--- config.mk ---
export PLATFORM = sky130hd
export DESIGN_NAME = ysyx_22040175_pipe_chain
export DESIGN_NICKNAME = d
export VERILOG_FILES = /design/src/rtl/ysyx_22040175_pipe_chain_pkg.sv /design/src/rtl/ysyx_22040175_pipe_slice.sv /design/src/rtl/ysyx_22040175_pipe_chain.sv
export SDC_FILE = /design/constraint.sdc
export NUM_CORES = 1
export LEC_CHECK = 0
export ABC_AREA = 0
export BUFFER_PORTS_ARGS = -buffer_cell sky130_fd_sc_hd__buf_2
export CORE_AREA = 3 3 181 183
export DETAILED_ROUTE_END_ITERATION = 8
export DIE_AREA = 0 0 184 186
export HOLD_SLACK_MARGIN = 0.03
export PLACE_DENSITY = 0.69
export SETUP_SLACK_MARGIN = 0.02
export SKIP_CTS_REPAIR_TIMING = 1
export SLEW_MARGIN = 10
export SYNTH_ARGS = -nofsm -noshare
export SYNTH_HDL_FRONTEND = slang
export SYNTH_SLANG_ARGS = --single-unit
--- constraint.sdc ---
create_clock -name clk -period 4.69 [get_ports clk]
set_clock_uncertainty 0.1 [all_clocks]
set_input_delay 0.7035 -clock clk [delete_from_list [all_inputs] [get_ports clk]]
set_output_delay 0.7035 -clock clk [all_outputs]
set_load 0.01 [all_outputs]
--- src/rtl/ysyx_22040175_pipe_chain_pkg.sv ---
// Shared constants for the CPU pipeline register chain: default depth, payload field
// offsets of the CPU stage bundles, and the per-slice update decision.
package ysyx_22040175_pipe_chain_pkg;

   localparam int PIPE_STAGES_DEF = 4;

   // Bit offsets of fields inside each slice payload, one group per CPU bundle.
   localparam int IF_ID_PC_OFF    = 0;
   localparam int IF_ID_INST_OFF  = 64;
   localparam int ID_EX_PC_OFF    = 0;
   localparam int ID_EX_IMM_OFF   = 64;
   localparam int EX_MEM_ALU_OFF  = 0;
   localparam int EX_MEM_WDAT_OFF = 64;
   localparam int MEM_WB_RES_OFF  = 0;
   localparam int MEM_WB_RD_OFF   = 64;

   typedef enum logic [1:0] {
      SLICE_HOLD,
      SLICE_DRAIN,
      SLICE_LOAD,
      SLICE_FLUSH
   } slice_op_e;

   // Flush beats load, load beats a plain handoff.
   function automatic slice_op_e slice_op(input logic flush, input logic load, input logic adv);
      slice_op_e op;
      op = SLICE_HOLD;
      if (flush)     op = SLICE_FLUSH;
      else if (load) op = SLICE_LOAD;
      else if (adv)  op = SLICE_DRAIN;
      return op;
   endfunction

endpackage

--- src/rtl/ysyx_22040175_pipe_slice.sv ---
// One valid+payload register of the chain; applies flush > load > drain > hold.
// Single-cycle update; handshake decisions (load/adv) are made by the parent.
module ysyx_22040175_pipe_slice
   import ysyx_22040175_pipe_chain_pkg::*;
#(
   parameter int DATA_W = 64
) (
   input  logic              clk,
   input  logic              rst_n,
   input  logic              flush,
   input  logic              load,
   input  logic              adv,
   input  logic [DATA_W-1:0] din,
   output logic              valid,
   output logic [DATA_W-1:0] data
);

   logic              valid_q, valid_d;
   logic [DATA_W-1:0] data_q, data_d;

   always_comb begin
      valid_d = valid_q;
      data_d  = data_q;
      unique case (slice_op(flush, load, adv))
         SLICE_FLUSH: valid_d = 1'b0;
         SLICE_LOAD: begin
            valid_d = 1'b1;
            data_d  = din;
         end
         SLICE_DRAIN: valid_d = 1'b0;
         default: ;
      endcase
   end

   always_ff @(posedge clk) begin
      if (!rst_n) begin
         valid_q <= 1'b0;
         data_q  <= '0;
      end else begin
         valid_q <= valid_d;
         data_q  <= data_d;
      end
   end

   assign valid = valid_q;
   assign data  = data_q;

endmodule

--- src/rtl/ysyx_22040175_pipe_chain.sv ---
// N-slice valid/ready register chain with per-slice stall, selective flush and perf counters.
// STAGES cycles accept-to-output; rdy ripples combinationally from out_ready to in_ready.
module ysyx_22040175_pipe_chain
   import ysyx_22040175_pipe_chain_pkg::*;
#(
   parameter int STAGES = PIPE_STAGES_DEF,
   parameter int DATA_W = 64,
   parameter int CNT_W  = 32
) (
   input  logic                     clk,
   input  logic                     rst_n,
   input  logic                     in_valid,
   input  logic [DATA_W-1:0]        in_data,
   output logic                     in_ready,
   input  logic [STAGES-1:0]        stall_req,
   input  logic [STAGES-1:0]        flush_mask,
   output logic                     out_valid,
   output logic [DATA_W-1:0]        out_data,
   input  logic                     out_ready,
   output logic [STAGES-1:0]        stage_valid,
   output logic [STAGES*DATA_W-1:0] stage_data,
   input  logic                     cnt_clr,
   output logic [CNT_W-1:0]         stall_cnt,
   output logic [CNT_W-1:0]         flush_cnt
);

   logic [STAGES:0]   rdy;
   logic [STAGES-1:0] adv;
   logic [STAGES-1:0] load;
   logic [STAGES-1:0] valid;
   logic [DATA_W-1:0] data_arr [STAGES];

   always_comb begin
      rdy         = '0;
      adv         = '0;
      rdy[STAGES] = out_ready;
      for (int i = STAGES - 1; i >= 0; i--) begin
         adv[i] = valid[i] & ~stall_req[i] & rdy[i+1];
         rdy[i] = ~valid[i] | adv[i];
      end
   end

   // Handshakes are masked while reset is asserted so nothing is exchanged in that cycle.
   assign in_ready  = rdy[0] & rst_n;
   assign out_valid = valid[STAGES-1] & ~stall_req[STAGES-1] & rst_n;
   assign out_data  = data_arr[STAGES-1];

   for (genvar g = 0; g < STAGES; g++) begin : g_slice
      logic [DATA_W-1:0] din_w;
      if (g == 0) begin : g_head
         assign load[g] = in_valid & in_ready;
         assign din_w   = in_data;
      end else begin : g_body
         assign load[g] = adv[g-1];
         assign din_w   = data_arr[g-1];
      end

      ysyx_22040175_pipe_slice #(
         .DATA_W(DATA_W)
      ) u_slice (
         .clk   (clk),
         .rst_n (rst_n),
         .flush (flush_mask[g]),
         .load  (load[g]),
         .adv   (adv[g]),
         .din   (din_w),
         .valid (valid[g]),
         .data  (data_arr[g])
      );

      assign stage_data[g*DATA_W +: DATA_W] = data_arr[g];
   end

   assign stage_valid = valid;

   logic [CNT_W-1:0] stall_cnt_q, stall_cnt_d;
   logic [CNT_W-1:0] flush_cnt_q, flush_cnt_d;
   logic [CNT_W:0]   flush_pop;
   logic [CNT_W:0]   flush_sum;

   always_comb begin
      stall_cnt_d = stall_cnt_q;
      flush_cnt_d = flush_cnt_q;
      flush_pop   = '0;
      for (int i = 0; i < STAGES; i++) begin
         flush_pop = flush_pop + (CNT_W+1)'(flush_mask[i] & valid[i]);
      end
      flush_sum = {1'b0, flush_cnt_q} + flush_pop;
      if (cnt_clr) begin
         stall_cnt_d = '0;
         flush_cnt_d = '0;
      end else begin
         if (in_valid && !in_ready && stall_cnt_q != '1) begin
            stall_cnt_d = stall_cnt_q + CNT_W'(1);
         end
         // The carry bit catches wrap-around so the counter pins at all-ones.
         if (flush_sum[CNT_W]) flush_cnt_d = '1;
         else                  flush_cnt_d = flush_sum[CNT_W-1:0];
      end
   end

   always_ff @(posedge clk) begin
      if (!rst_n) begin
         stall_cnt_q <= '0;
         flush_cnt_q <= '0;
      end else begin
         stall_cnt_q <= stall_cnt_d;
         flush_cnt_q <= flush_cnt_d;
      end
   end

   assign stall_cnt = stall_cnt_q;
   assign flush_cnt = flush_cnt_q;

endmodule
-- Word-level counts from Yosys, hierarchy flattened
Cells that the tools add are included.
- register bits: 324
- bits in latches: 0
- memory bits (writable): 0
- memory bits (read-only): 0
- bits of input ports: 77
- output and inout bits: 390
- logic and storage cells: 85
- memories: 0
- $add $sub $neg: 5
- multipliers: 0
- div/mod/pow operators: 0
- $lt $le $gt $ge: 0
- equality and inequality tests: 13
- shifts and indexed selects: 0
- mux-type cells: 17
- bitwise gates (word level): 28
- reductions and logical operators: 12
- operators with widths (kind ; count):
    32-bit by 4-bit adder with 33-bit output ; 1
    32-bit by 1-bit adder with 32-bit output, second input constant ; 1
    32-bit 2-to-1 mux ; 1
    32-bit inequality test, second input constant ; 1
    2-bit == test, second input constant ; 8
    2-bit 2-to-1 mux ; 8
    1-bit AND ; 15
    2-bit OR reduction ; 5
    1-bit NOT ; 9
    2-bit by 1-bit == test with 1-bit output, second input constant ; 4
    1-bit case mux with 2 select lines ; 4
    2-bit nonzero test ; 4
    3-bit by 1-bit adder with 4-bit output ; 1
    1-bit 2-to-1 mux ; 4
    1-bit OR ; 4
    2-bit by 1-bit adder with 3-bit output ; 1
    1-bit by 1-bit adder with 2-bit output ; 1
    1-bit logical AND ; 2
    1-bit logical NOT ; 1

-- Longest topological paths before layout
- depth after elaboration: 17
- gate-level depth with buffers: 11
- gate-level depth less buffers: 10

-- By module
A second synthesis with hierarchy kept.
- cell total of the unflattened synthesis: 1602
- area total of the unflattened synthesis: 14580.2 µm²
- by module, submodules not included (module ; times used ; cells an instance ; area each (µm²) ; seq. area each (µm²)):
    ysyx_22040175_pipe_slice ; 4 ; 282 ; 2670.1 ; 1301.2
    ysyx_22040175_pipe_chain ; 1 ; 474 ; 3900.0 ; 1281.2

-- Worst setup path after synthesis
No wires, ideal clock.
- kind: input port to flip-flop
- start point: input port flush_mask[1]
- end point: register flush_cnt_q[10] (netlist: flush_cnt[10])
- library setup time: 70 ps
- data arrival time: 3090 ps
- data required time: 4520 ps
- slack: 1430 ps
- stages on the path: 11
- buffers on the path: 1
- cells stage by stage: nand2_1 > fa_1 > fa_1 > inv_1 > fa_1 > and2_1 > nand4_2 > nor3_4 > nand2_2 > buf_2 > a21oi_1
- longest elaborated chain between the ends: 6
- RTL lines (element ; line ; RTL):
    start: declaration ; ysyx_22040175_pipe_chain.sv:16 ; input logic [STAGES-1:0] flush_mask,
    1-bit AND ; ysyx_22040175_pipe_chain.sv:86 ; flush_pop = flush_pop + (CNT_W+1)'(flush_mask[i] & valid[i]);
    1-bit by 1-bit adder with 2-bit output ; ysyx_22040175_pipe_chain.sv:86 ;
    2-bit by 1-bit adder with 3-bit output ; ysyx_22040175_pipe_chain.sv:86 ;
    3-bit by 1-bit adder with 4-bit output ; ysyx_22040175_pipe_chain.sv:86 ;
    32-bit by 4-bit adder with 33-bit output ; ysyx_22040175_pipe_chain.sv:88 ; flush_sum = {1'b0, flush_cnt_q} + flush_pop;
    32-bit 2-to-1 mux ; ysyx_22040175_pipe_chain.sv:97 ; if (flush_sum[CNT_W]) flush_cnt_d = '1;
    end signal: assignment ; ysyx_22040175_pipe_chain.sv:108 ; flush_cnt_q <= flush_cnt_d;
    end: declaration ; ysyx_22040175_pipe_chain.sv:77 ; logic [CNT_W-1:0] flush_cnt_q, flush_cnt_d;
Every way passes these cells.
A chain may end at the register's enable or synchronous reset.

-- Final worst setup path
- start point: register g_slice[1].u_slice.valid_q
- end point: register flush_cnt_q[25] (netlist: flush_cnt[25])
- longest elaborated chain between the ends: 6
- RTL lines (element ; line ; RTL):
    start: declaration ; ysyx_22040175_pipe_slice.sv:18 ; logic valid_q, valid_d;
    start signal: assignment ; ysyx_22040175_pipe_slice.sv:40 ; valid_q <= valid_d;
    1-bit AND ; ysyx_22040175_pipe_chain.sv:86 ;
    1-bit by 1-bit adder with 2-bit output ; ysyx_22040175_pipe_chain.sv:86 ;
    2-bit by 1-bit adder with 3-bit output ; ysyx_22040175_pipe_chain.sv:86 ;
    3-bit by 1-bit adder with 4-bit output ; ysyx_22040175_pipe_chain.sv:86 ;
    32-bit by 4-bit adder with 33-bit output ; ysyx_22040175_pipe_chain.sv:88 ;
    32-bit 2-to-1 mux ; ysyx_22040175_pipe_chain.sv:97 ;
Every way passes these cells.

==> flow_summary_export.csv <==
group,metric,value,unit
synthesis,synth_top_area_share,48.8,%
setup_path,rr_endpoint,"flush_cnt[25]",
synthesis,async_reset_ff_share,0,%
floorplan,num_io_pins,467,
global_routing,overflow,0,
global_routing,grt_first_pass_wirelength,67100,µm
clocking,cts_tree,"done",
drt,antenna_left,0,
drt,drtIter0Drc,881,
place,hpwl,30700,µm
synthesis,ys_seq_area_share,48.8,%
final_layout,fin_nets,2034,
final_layout,drive_above_1_share,28.7,%
clocking,cts-root-buf,"clkbuf_16",
clocking,clk_pin_slew,0.06,ns
power,ir_drop,0.213,mV
timing,drv_slew,0,
worst_hold_path,hold_class,"in -> reg",
clocking,htree_num_levels,2,
place,globalplace.congestion,0.886,
power,p_per_area,353,mW/mm²
timing,setup_violations,0,
power,seqPwrFrac,47.9,%
setup_path,worstPathArrival,3.93,ns
synthesis,ys.flop_type,"dfxtp_1",
synthesis,ys_ff_latch,324,
floorplan,row_count,65,
setup_path,r2r_slack,1.08,ns
timing,relSlewSlack,25.8,%
floorplan,die_w,184,µm
power,p_clk_share,48.1,%
floorplan,die-area,0.0342,mm²
setup_path,crit_start,"g_slice[1].u_slice.valid",
global_routing,grt_pass1_vias,11600,
timing,whs,0.301,ns
synthesis,ys_top_cells_by_area,"dfxtp_1, nand2_1, a21oi_1, buf_4, o211ai_1",
outcome,status,"finished clean",
drt,firstDrtPassIters,5,
timing,final_hold_viol_count,0,
drt,wirelength,45100,µm
clocking,cts.sinks,324,
place,placed_cells,2316,
final_layout,finalNonFillerCells,2383,
timing,min_period_over_period,77.0,%
timing,final.setup.tns,0,ns
drt,wl_per_cell,18.9,µm
synthesis,netlist_area,0.0133,mm²
power,p_comb_share,3.9,%
timing,rsz0062_at_grt,"no",
setup_path,crit_path_end_kind,"flip-flop",
synthesis,yosysWarnings,0,
global_routing,grt_usage,24.5,%
setup_path,cp_data_required_time,5.01,ns
global_routing,grt_max_degree,173,
power,p_int,4.53,mW
floorplan,start_util,42.3,%
synthesis,syn_inst,1623,
clocking,numCtsBuffers,36,
setup_path,worstPathMaxFanout,27,
power,swShare,22.2,%
setup_path,critPathKind,"reg -> reg",
drt,post-route-drc-count,0,
synthesis,synth_edf_count,0,
floorplan,core_area,0.0314,mm²
setup_path,crit_end,"flush_cnt[25]",
timing,worst_slew_pin_slew,1.11,ns
final_layout,stdcell_area,0.0165,mm²
setup_path,reg2reg_from,"g_slice[1].u_slice.valid",
synthesis,synth_fp_nets,1705,
clocking,insertion_delay,0.51,ns
timing,fmax,0.277,GHz
synthesis,yosysMostFrequentCell,"nand2_1",
global_routing,antenna_found_initial,10,
synthesis,synthTopCellsByCount,"nand2_1, dfxtp_1, a21oi_1",
power,power.leakage,6.91,nW
setup_path,critPathLaunchType,"flip-flop",
floorplan,fp.dieH,186,µm
run,drv_cap,0,
place,portBuffers,466,
synthesis,syn_avg_cell_area,8.19,µm²
drt,via_count,13000,
clocking,clk_path_buf_depth,3,
setup_path,ff2ff_path_depth,10,
final_layout,area_growth_syn_to_layout,24.2,%
synthesis,synth_top_area_cell,"dfxtp_1",
timing,period_needed,3.61,ns
synthesis,synth_cell_type_count,65,
power,switching_power,1.29,mW
drt,drt-vias-per-instance,5.44,
place,dpl-instance-area,0.0153,mm²
[power by group through the flow]
stage / clock network [mW] / logic, mW / registers (mW)
after floorplan: 0 / 0.119 / 2.85
after CTS: 2.86 / 0.229 / 2.79
after global placement: 0 / 0.227 / 2.85
after global routing: 2.97 / 0.248 / 2.79
final: 2.80 / 0.229 / 2.79
after detailed placement: 0 / 0.228 / 2.85
[cell families (layout without fill, tap and decap cells)]
logic type | count (synthesis) | in the layout | synth area share, %
compound gates | 435 | 435 | 19.2
xor+xnor | 23 | 23 | 1.52
fa+ha+maj | 5 | 5 | 0.640
buf+inv | 204 | 558 | 8.02
flops | 324 | 324 | 48.8
mux | 2 | 2 | 0.151
other cells | 0 | 4 | 0
simple gates | 630 | 630 | 21.7
[through the flow]
| stage | worst slack, ns | util (%) | power [mW] |
|---|---|---|---|
| 2_1_floorplan | 1.43 | - | 2.97 |
| 3_3_place_gp | 0.898 | 48.8 | 3.08 |
| 3_5_place_dp | 0.795 | 48.8 | 3.08 |
| 4_1_cts | 1.09 | 52.5 | 5.88 |
| 5_1_grt | 0.798 | 52.6 | 6.00 |
| 6_report | 1.08 | 52.6 | 5.82 |
[how the worst min path moves through the flow]
stage | slack [ns] | end | from | cells past startpoint
after floorplan | 0.39 | g_slice[1].u_slice.data[0] | g_slice[0].u_slice.data[0] | 2
after global placement | 0.35 | g_slice[3].u_slice.data[29] | g_slice[3].u_slice.data[29] | 2
after detailed placement | 0.36 | g_slice[3].u_slice.data[8] | g_slice[3].u_slice.data[8] | 2
after CTS | 0.29 | g_slice[1].u_slice.valid | flush_mask[1] | 2
after global routing | 0.29 | g_slice[1].u_slice.valid | flush_mask[1] | 2
final | 0.30 | g_slice[1].u_slice.valid | flush_mask[1] | 2
[cell type report]
cell class	count	area, µm²
inverter	14	60.1
multi-input combinational	1095	5810
fill	3027	14900
clock inverter	8	103
clock buffer	55	1070
tap	402	503
antenna	4	10.0
timing repair buffer	481	2460
sequential	324	6490
[routing by layer]
metal / global-route usage, % / vias to the layer above / routed length [µm]
met5: 0 / - / 73
met4: 8.04 / 12 / 1470
met3: 6.68 / 102 / 3910
li1: - / 6233 / -
met1: 30.7 / 6057 / 18000
met2: 41.0 / 552 / 21600
[state kept, by name, indices dropped and copies added (netlist names)]
signal / cells
g_slice.u_slice.data: 256
g_slice.u_slice.valid: 4
stall_cnt: 32
flush_cnt: 32
[cell usage in the layout (no fill, tap or decap), types with 4 or more instances in the layout]
cell type    n
buf_2      466
nand2_1    422
dfxtp_1    324
a21oi_1    303
nand3_1     84
o211ai_1    65
clkbuf_16   37
or4_1       18
nand4_1     17
o31ai_1     17
nor2_1      16
buf_4       14
nor3_1      13
inv_1       12
xnor2_1     12
and4_1      11
xor2_1      11
clkbuf_1    10
a31oi_1      9
and3_1       8
clkbuf_8     8
diode_2      4
nor4_1       4
a211oi_1     4
[worst max-delay path, stage by stage, from the launching register on]
cell and delay (ns):
dfxtp_1 0.54, nand2_1 0.13, fa_1 0.50, fa_1 0.45
inv_1 0.08, fa_1 0.24, and2_1 0.23, nand4_2 0.20
nor3_4 0.38, nand2_2 0.41, a31oi_1 0.26
Power figures use the tool's default switching activity.
